===== config.mk =====
export PLATFORM = sky130hd
export DESIGN_NAME = sound_arbiter
export DESIGN_NICKNAME = d
export VERILOG_FILES = /design/src/rtl/sound_arbiter.sv
export SDC_FILE = /design/constraint.sdc
export NUM_CORES = 1
export LEC_CHECK = 0
export CAP_MARGIN = 10
export CORE_UTILIZATION = 47
export DETAILED_ROUTE_END_ITERATION = 7
export PLACE_DENSITY_LB_ADDON = 0.1
export SKIP_CTS_REPAIR_TIMING = 1
export SYNTH_ARGS = -nofsm -noshare
export SYNTH_HDL_FRONTEND = slang
export SYNTH_SLANG_ARGS = --single-unit

===== constraint.sdc =====
create_clock -name clk -period 2.1 [get_ports clk]
set_input_delay 0.21 -clock clk [delete_from_list [all_inputs] [get_ports clk]]
set_output_delay 0.21 -clock clk [all_outputs]
set_load 0.01 [all_outputs]

===== src/rtl/sound_arbiter.sv =====
// rtl/sound_arbiter.sv - fixed-priority arbiter sequencing four game sounds onto one tone generator
// Optional feature macro: SOUND_PREEMPT_EN (a lower-index pending sound aborts a playing note)
module sound_arbiter #(
  parameter int unsigned NOTE_TICKS = 2
) (
  input  logic       clk,
  input  logic       resetN,
  input  logic       tick,
  input  logic [3:0] req,
  input  logic       mute,
  output logic       play,
  output logic [3:0] tone,
  output logic       busy,
  output logic [1:0] active_id
);

  typedef enum logic [1:0] {S_IDLE, S_NOTE1, S_NOTE2, S_GAP} state_t;

  localparam logic [3:0] CNT_LAST = 4'(NOTE_TICKS - 1);

  state_t     state_q, state_d;
  logic [3:0] pending_q, pending_d;
  logic [3:0] cnt_q, cnt_d;
  logic [1:0] active_id_q, active_id_d;
  logic       play_q, play_d;
  logic [3:0] tone_q, tone_d;
  logic       busy_q, busy_d;

  logic       win_vld;
  logic [1:0] win_id;
  logic       preempt;
  logic       grant;
  logic       end_note;

  // Sound table: first note of each id.
  function automatic logic [3:0] note1_code(input logic [1:0] id);
    case (id)
      2'd0:    return 4'd3;
      2'd1:    return 4'd5;
      2'd2:    return 4'd8;
      default: return 4'd10;
    endcase
  endfunction

  // Sound table: second note; id2 is single-note so its entry is never played.
  function automatic logic [3:0] note2_code(input logic [1:0] id);
    case (id)
      2'd0:    return 4'd1;
      2'd1:    return 4'd3;
      2'd2:    return 4'd0;
      default: return 4'd12;
    endcase
  endfunction

  function automatic logic has_note2(input logic [1:0] id);
    return id != 2'd2;
  endfunction

  // Priority encoder: lowest pending index wins.
  always_comb begin
    win_vld = |pending_q;
    win_id  = 2'd0;
    for (int i = 3; i >= 0; i--) begin
      if (pending_q[i]) win_id = 2'(i);
    end
  end

`ifdef SOUND_PREEMPT_EN
  // A more important sound cuts into a note, but never into the gap.
  assign preempt = ((state_q == S_NOTE1) || (state_q == S_NOTE2)) && win_vld && (win_id < active_id_q);
`else
  assign preempt = 1'b0;
`endif

  // Next-state, counter, pending and registered-output computation.
  always_comb begin
    state_d     = state_q;
    cnt_d       = cnt_q;
    active_id_d = active_id_q;
    grant       = 1'b0;
    end_note    = tick && (cnt_q == CNT_LAST);

    case (state_q)
      S_IDLE: begin
        if (win_vld) begin
          grant       = 1'b1;
          state_d     = S_NOTE1;
          active_id_d = win_id;
          cnt_d       = 4'd0;
        end
      end
      S_NOTE1, S_NOTE2: begin
        if (preempt) begin
          grant       = 1'b1;
          state_d     = S_NOTE1;
          active_id_d = win_id;
          cnt_d       = 4'd0;
        end else if (end_note) begin
          cnt_d   = 4'd0;
          state_d = ((state_q == S_NOTE1) && has_note2(active_id_q)) ? S_NOTE2 : S_GAP;
        end else if (tick) begin
          cnt_d = cnt_q + 4'd1;
        end
      end
      S_GAP: begin
        if (tick) state_d = S_IDLE;
      end
      default: state_d = S_IDLE;
    endcase

    // A request arriving in the grant cycle re-arms the bit, so the sound replays.
    pending_d = (pending_q & ~(grant ? (4'b0001 << active_id_d) : 4'b0000)) | req;

    busy_d = (state_d != S_IDLE);
    play_d = ((state_d == S_NOTE1) || (state_d == S_NOTE2)) && !mute;
    case (state_d)
      S_NOTE1: tone_d = note1_code(active_id_d);
      S_NOTE2: tone_d = note2_code(active_id_d);
      default: tone_d = 4'd0;
    endcase
  end

  // State and output registers; reset silences immediately and drops pending sounds.
  always_ff @(posedge clk or negedge resetN) begin
    if (!resetN) begin
      state_q     <= S_IDLE;
      pending_q   <= 4'd0;
      cnt_q       <= 4'd0;
      active_id_q <= 2'd0;
      play_q      <= 1'b0;
      tone_q      <= 4'd0;
      busy_q      <= 1'b0;
    end else begin
      state_q     <= state_d;
      pending_q   <= pending_d;
      cnt_q       <= cnt_d;
      active_id_q <= active_id_d;
      play_q      <= play_d;
      tone_q      <= tone_d;
      busy_q      <= busy_d;
    end
  end

  assign play      = play_q;
  assign tone      = tone_q;
  assign busy      = busy_q;
  assign active_id = active_id_q;

endmodule


==> out/qor.yml, run 1 <==
r2r-end: "tone[3]$_DFF_PN0_"
syn_nets: 129
slew_violations: 0
yosysUniqueCellTypes: 38
clock_latency_ns: 0.29
period_needed_ns: 2.07
die_area_um2: 2520
status: "finished clean"
hold_viol_final: 0
drive_gt1_share_pct: 23.3
drtPass1Iterations: 4
clockRootBuffer: "clkbuf_4"
critPathMaxFanout: 3
worstMarginPinSlew_ns: 0.391
avgRoutedWirePerCell_um: 14.5
multi_input_area_um2: 646
grt_max_degree: 19
synth_top_area_share_pct: 41.3
p_leak_nw: 0.627
vias: 887
clock_sinks: 18
start_util_pct: 49.8
dp.cells: 154
fillers: 175
synth_cells: 105
rows: 17
yosysMostFrequentCell: "dfrtp_1"
grt_pass1_vias: 877
cp-start-kind: "register"
finalSetupTns_ns: 0
min_path_type: "in -> async"
crit_path_end_kind: "register"
p_per_area_nw_per_um2: 1690
htreeDepth: 1
die_h_um: 50.2
setup_viol: 0
finalWirelength_um: 2330
async_reset_ff_share_pct: 100
synth-main-ff-cell: "dfrtp_1"
critPathRequiredTime_ns: 2.31
relSlewSlack_pct: 73.7
nets: 158
criticalPathCategory: "reg -> reg"
clkSlewWorstSetupHoldPaths_ns: 0.11
dpl_cell_area_um2: 1330
cts_buffer_depth: 2
finalWeightedCongestion: 0.858
finalPower_w: 0.00244
peakVddDrop_v: 0.00115
antenna_found_initial: 0
synth.largest_area_cell: "dfrtp_1"
finalNonFillerCells: 161
crit_chain: "inv_1, ha_1, or3b_4, a211oi_4, a2bb2oi_2, ha_2, nand2_1, a21oi_1"
drtAntennaViolNets: 0
gr-total-overflow: 0
skew_ns: 0.000764
critical_path.slowest_cell: "or3b_4"
ys_seq_area_share_pct: 41.3
grt_pass1_wl_um: 3730
min_period_over_period_pct: 98.5
synthTopCellsByCount: "dfrtp_1, ha_1, inv_1, nand2_1, o21ai_0"
io_buffers: 15
reg2reg_from: "cnt_q[1]$_DFFE_PN0P_"
antenna_cells: 0
cap_violations: 0
yosys_warnings: 0
syn_area_per_cell_um2: 10.4
drc: 0
ys_seq_elements: 18
grt_usage_pct: 19.9
cp_slowest_stage_delay_ns: 0.43
synthTopCellsByArea: "dfrtp_1, ha_1, inv_1, nand2_1, o21ai_0"
fp.dieW_um: 50.2
fin_area_um2: 1440
register_area_um2: 450
r2r_cells: 8
hpwlAfterDp_um: 1680
netlist_area_um2: 1090
rrSetupSlack_ns: 0.03
hold_ws_ns: 0.239
max_freq_mhz: 483
ios: 16
drt_iter0_drc: 15
area_growth_pct: 31.8
routed_via_density: 5.51
cts_tree: "built"
synth-edff-count: 0
coreArea_um2: 2190
crit_arrival_ns: 2.28
cts_made_buffers: 3
==> layout make-up <==
type                    count  area share [%]
clock buffers               4            2.52
inverters                  10            2.61
multi-input cells          75            44.9
flip-flops and latches     18            31.3
well taps                  28            2.44
repair buffers             26            16.2
==> cells by family after synthesis <==
| family | Yosys count | share of synthesized area [%] |
|---|---|---|
| adder cells (fa/ha/maj) | 16 | 18.3 |
| multiplexers | 3 | 2.87 |
| flip-flops | 18 | 41.3 |
| AO/OA/AOI/OAI | 30 | 20.4 |
| AND/OR/NAND/NOR | 26 | 12.8 |
| buffers and inverters | 12 | 4.24 |
==> report_power, final <==
part	switching, W	leakage, nW	internal, W	total [W]
clock	0.000110	0.0210	0.000105	0.000215
sequential	0.000103	0.216	0.000496	0.000598
combinational	0.000866	0.390	0.000756	0.00162
==> layer usage <==
layer,vias up,share of wire (%),global-route usage (%)
met5,-,0,0
met4,0,1.1,7.62
met3,4,2.1,4.55
met2,23,50,32.2
met1,432,47,25.5
li1,428,-,-
==> cell usage in the layout, fill, tap and decap left out, drive strengths merged, types with 2 or more instances in the layout <==
| cell type | n |
|---|---|
| buf | 11 |
| o21ai | 7 |
| inv | 10 |
| nand3 | 2 |
| nand2 | 10 |
| nor2 | 5 |
| o2111ai | 2 |
| clkbuf | 4 |
| ha | 16 |
| mux2i | 2 |
| nor3 | 2 |
| a21oi | 4 |
| clkdlybuf4s50 | 15 |
| dfrtp | 18 |
| o22ai | 2 |
| a21o | 4 |
==> how the worst max path moves through the flow <==
stage / cells past startpoint / slack [ns] / startpoint / to
global route: 8 / -0.04 / cnt_q[1]$_DFFE_PN0P_ / tone[0]$_DFF_PN0_
global placement: 7 / 0.08 / state_q[1]$_DFF_PN0_ / tone[0]$_DFF_PN0_
finish: 8 / 0.03 / cnt_q[1]$_DFFE_PN0P_ / tone[3]$_DFF_PN0_
floorplan: 8 / 0.05 / state_q[0]$_DFF_PN0_ / tone[0]$_DFF_PN0_
CTS: 7 / -0.04 / cnt_q[1]$_DFFE_PN0P_ / tone[0]$_DFF_PN0_
detailed placement: 7 / 0.01 / cnt_q[1]$_DFFE_PN0P_ / tone[0]$_DFF_PN0_
==> critical path: cells and delay by family (launching register included) <==
| family | cells | cell delay [ns] |
|---|---|---|
| AND/OR/NAND/NOR | 2 | 0.51 |
| buffers and inverters | 1 | 0.06 |
| flip-flops | 1 | 0.40 |
| adder cells (fa/ha/maj) | 2 | 0.37 |
| AO/OA/AOI/OAI | 3 | 0.66 |
==> state kept, by name, indices dropped and copies added, names as in the netlist <==
signal / cells
busy: 1
state_q: 2
active_id: 2
play: 1
pending_q: 4
cnt_q: 4
tone: 4
==> stage by stage <==
stage                     utilization (%)  worst slack, ns
after floorplan                         -           0.0502
after global placement               60.8           0.0809
after detailed placement             60.8           0.0113
after CTS                            62.5          -0.0399
after global routing                 65.6          -0.0356
final                                65.6           0.0316
No activity file was read; power rests on OpenSTA's default activity.
==> run 2, diff against run 1 <==
- CORE_UTILIZATION: 47 -> 53
- CTS_CLUSTER_DIAMETER: default -> 60
- clock period: 2.1 -> 2.3 ns (I/O delays scaled with it)
==> run 2 against run 1 <==
Effect of this change:
- critical path depth unchanged
- utilization is 3.6 points higher
- sequential cell count is the same
- clock skew is 0.0011 ns higher
- critical endpoint is now tone[0]$_DFF_PN0_
- critical path type unchanged
- total power down 19%
- largest cell class unchanged
- final area down 6.5%
- cell count down 5.0%
- setup slack improved by 0.14 ns
- non-clock buffer count shrank 7
==> out/qor.yml, run 2 (same netlist as run 1, synthesis figures left out) <==
criticalPathCategory: "reg -> reg"
coreArea_um2: 1940
critical_path.slowest_cell: "dfrtp_1"
drtAntennaViolNets: 0
slew_violations: 0
clockRootBuffer: "clkbuf_4"
antenna_found_initial: 0
finalPower_w: 0.00196
status: "finished clean"
drtPass1Iterations: 4
crit_path_end_kind: "register"
cts_buffer_depth: 2
drc: 0
setup_viol: 0
die_area_um2: 2240
routed_via_density: 5.44
finalSetupTns_ns: 0
drt_iter0_drc: 14
fp.dieW_um: 47.4
hold_viol_final: 0
rows: 16
utilization_pct: 69.2
critPathRequiredTime_ns: 2.52
rsz0062_at_grt: "false"
critPathMaxFanout: 9
crit_chain: "inv_1, ha_1, buf_4, nor2_1, o21ai_0, a31oi_1, ha_1, nor3_1"
period_needed_ns: 2.13
nets: 151
finalNonFillerCells: 153
clock_sinks: 18
p_per_area_nw_per_um2: 1460
dp.cells: 149
mostFrequentLayoutCell: "dfrtp_1"
avgRoutedWirePerCell_um: 12.9
critPathBufInv: 2
relSlewSlack_pct: 65.3
layout_common_cells: "dfrtp_1, ha_1, clkdlybuf4s50_1"
io_buffers: 15
drive_gt1_share_pct: 15.1
vias: 832
cap_violations: 0
rrSetupSlack_ns: 0.17
cp_slowest_stage_delay_ns: 0.42
cp_top_family: "adder cells"
peakVddDrop_v: 0.000997
grt_pass1_vias: 723
gr-total-overflow: 0
grt_pass1_wl_um: 2880
hold_ws_ns: 0.249
p_leak_nw: 0.587
grt_usage_pct: 18.5
finalWirelength_um: 1970
min_path_type: "in -> async"
start_util_pct: 56.2
die_h_um: 47.4
clkSlewWorstSetupHoldPaths_ns: 0.10
worstMarginPinSlew_ns: 0.516
max_freq_mhz: 469
cts_made_buffers: 3
crit_path_frequent_cell: "ha_1"
min_period_over_period_pct: 92.7
skew_ns: 0.00185
ios: 16
finalWeightedCongestion: 0.780
area_growth_pct: 23.2
cp-start-kind: "register"
htreeDepth: 1
hpwlAfterDp_um: 1500
antenna_cells: 0
cts_tree: "built"
fillers: 153
clock_latency_ns: 0.29
grt_max_degree: 19
crit_arrival_ns: 2.35
==> run 2: worst register-to-register path, stage by stage, from the launching register on <==
cell	delay, ns
dfrtp_1	0.42
inv_1	0.09
ha_1	0.31
buf_4	0.18
nor2_1	0.10
o21ai_0	0.11
a31oi_1	0.32
ha_1	0.34
nor3_1	0.19
==> run 2: final cells by class <==
cell class              instances  area [µm²]  share of cell area (%)
well taps                      27        33.8                    2.51
repair buffers                 19         180                    13.4
inverters                      10        37.5                    2.79
flip-flops and latches         18         450                    33.5
clock buffers                   4        36.3                    2.70
multi-input cells              75         606                    45.1
==> run 2: final timing paths <==
| kind | cells past startpoint | from | end |
|---|---|---|---|
| max | 8 | state_q[0]$_DFF_PN0_ | tone[0]$_DFF_PN0_ |
| min | 2 | resetN | state_q[1]$_DFF_PN0_ |
| min in group clk | 2 | mute | play$_DFF_PN0_ |
| max reg2reg | 8 | state_q[0]$_DFF_PN0_ | tone[0]$_DFF_PN0_ |
| min reg2reg | 1 | pending_q[3]$_DFF_PN0_ | pending_q[3]$_DFF_PN0_ |
| max in group asynchronous | 2 | resetN | cnt_q[3]$_DFFE_PN0P_ |
==> run 2: per-stage QoR <==
stage                     area [µm²]  worst slack [ns]
after floorplan                 1090             0.176
after global placement          1300             0.188
after detailed placement        1300            0.0940
after CTS                       1330            0.0793
after global routing            1340            0.0187
final                           1340             0.168
==> run 2: power breakdown <==
group	switching (W)	total [W]	internal (W)	leakage (nW)
combinational	0.000654	0.00121	0.000554	0.350
sequential	0.000107	0.000560	0.000453	0.216
clock	0.0000980	0.000194	0.0000965	0.0210
total	0.000859	0.00196	0.00110	0.587
==> run 2: layer usage <==
| layer | wire length, µm | up-vias | share of wire [%] | GRT usage, % |
|---|---|---|---|---|
| li1 | - | 412 | - | - |
| met1 | 913 | 397 | 46 | 25.9 |
| met2 | 963 | 21 | 49 | 27.9 |
| met3 | 77 | 2 | 3.9 | 2.69 |
| met4 | 14 | 0 | 0.71 | 9.14 |
| met5 | 0 | - | 0 | 0 |
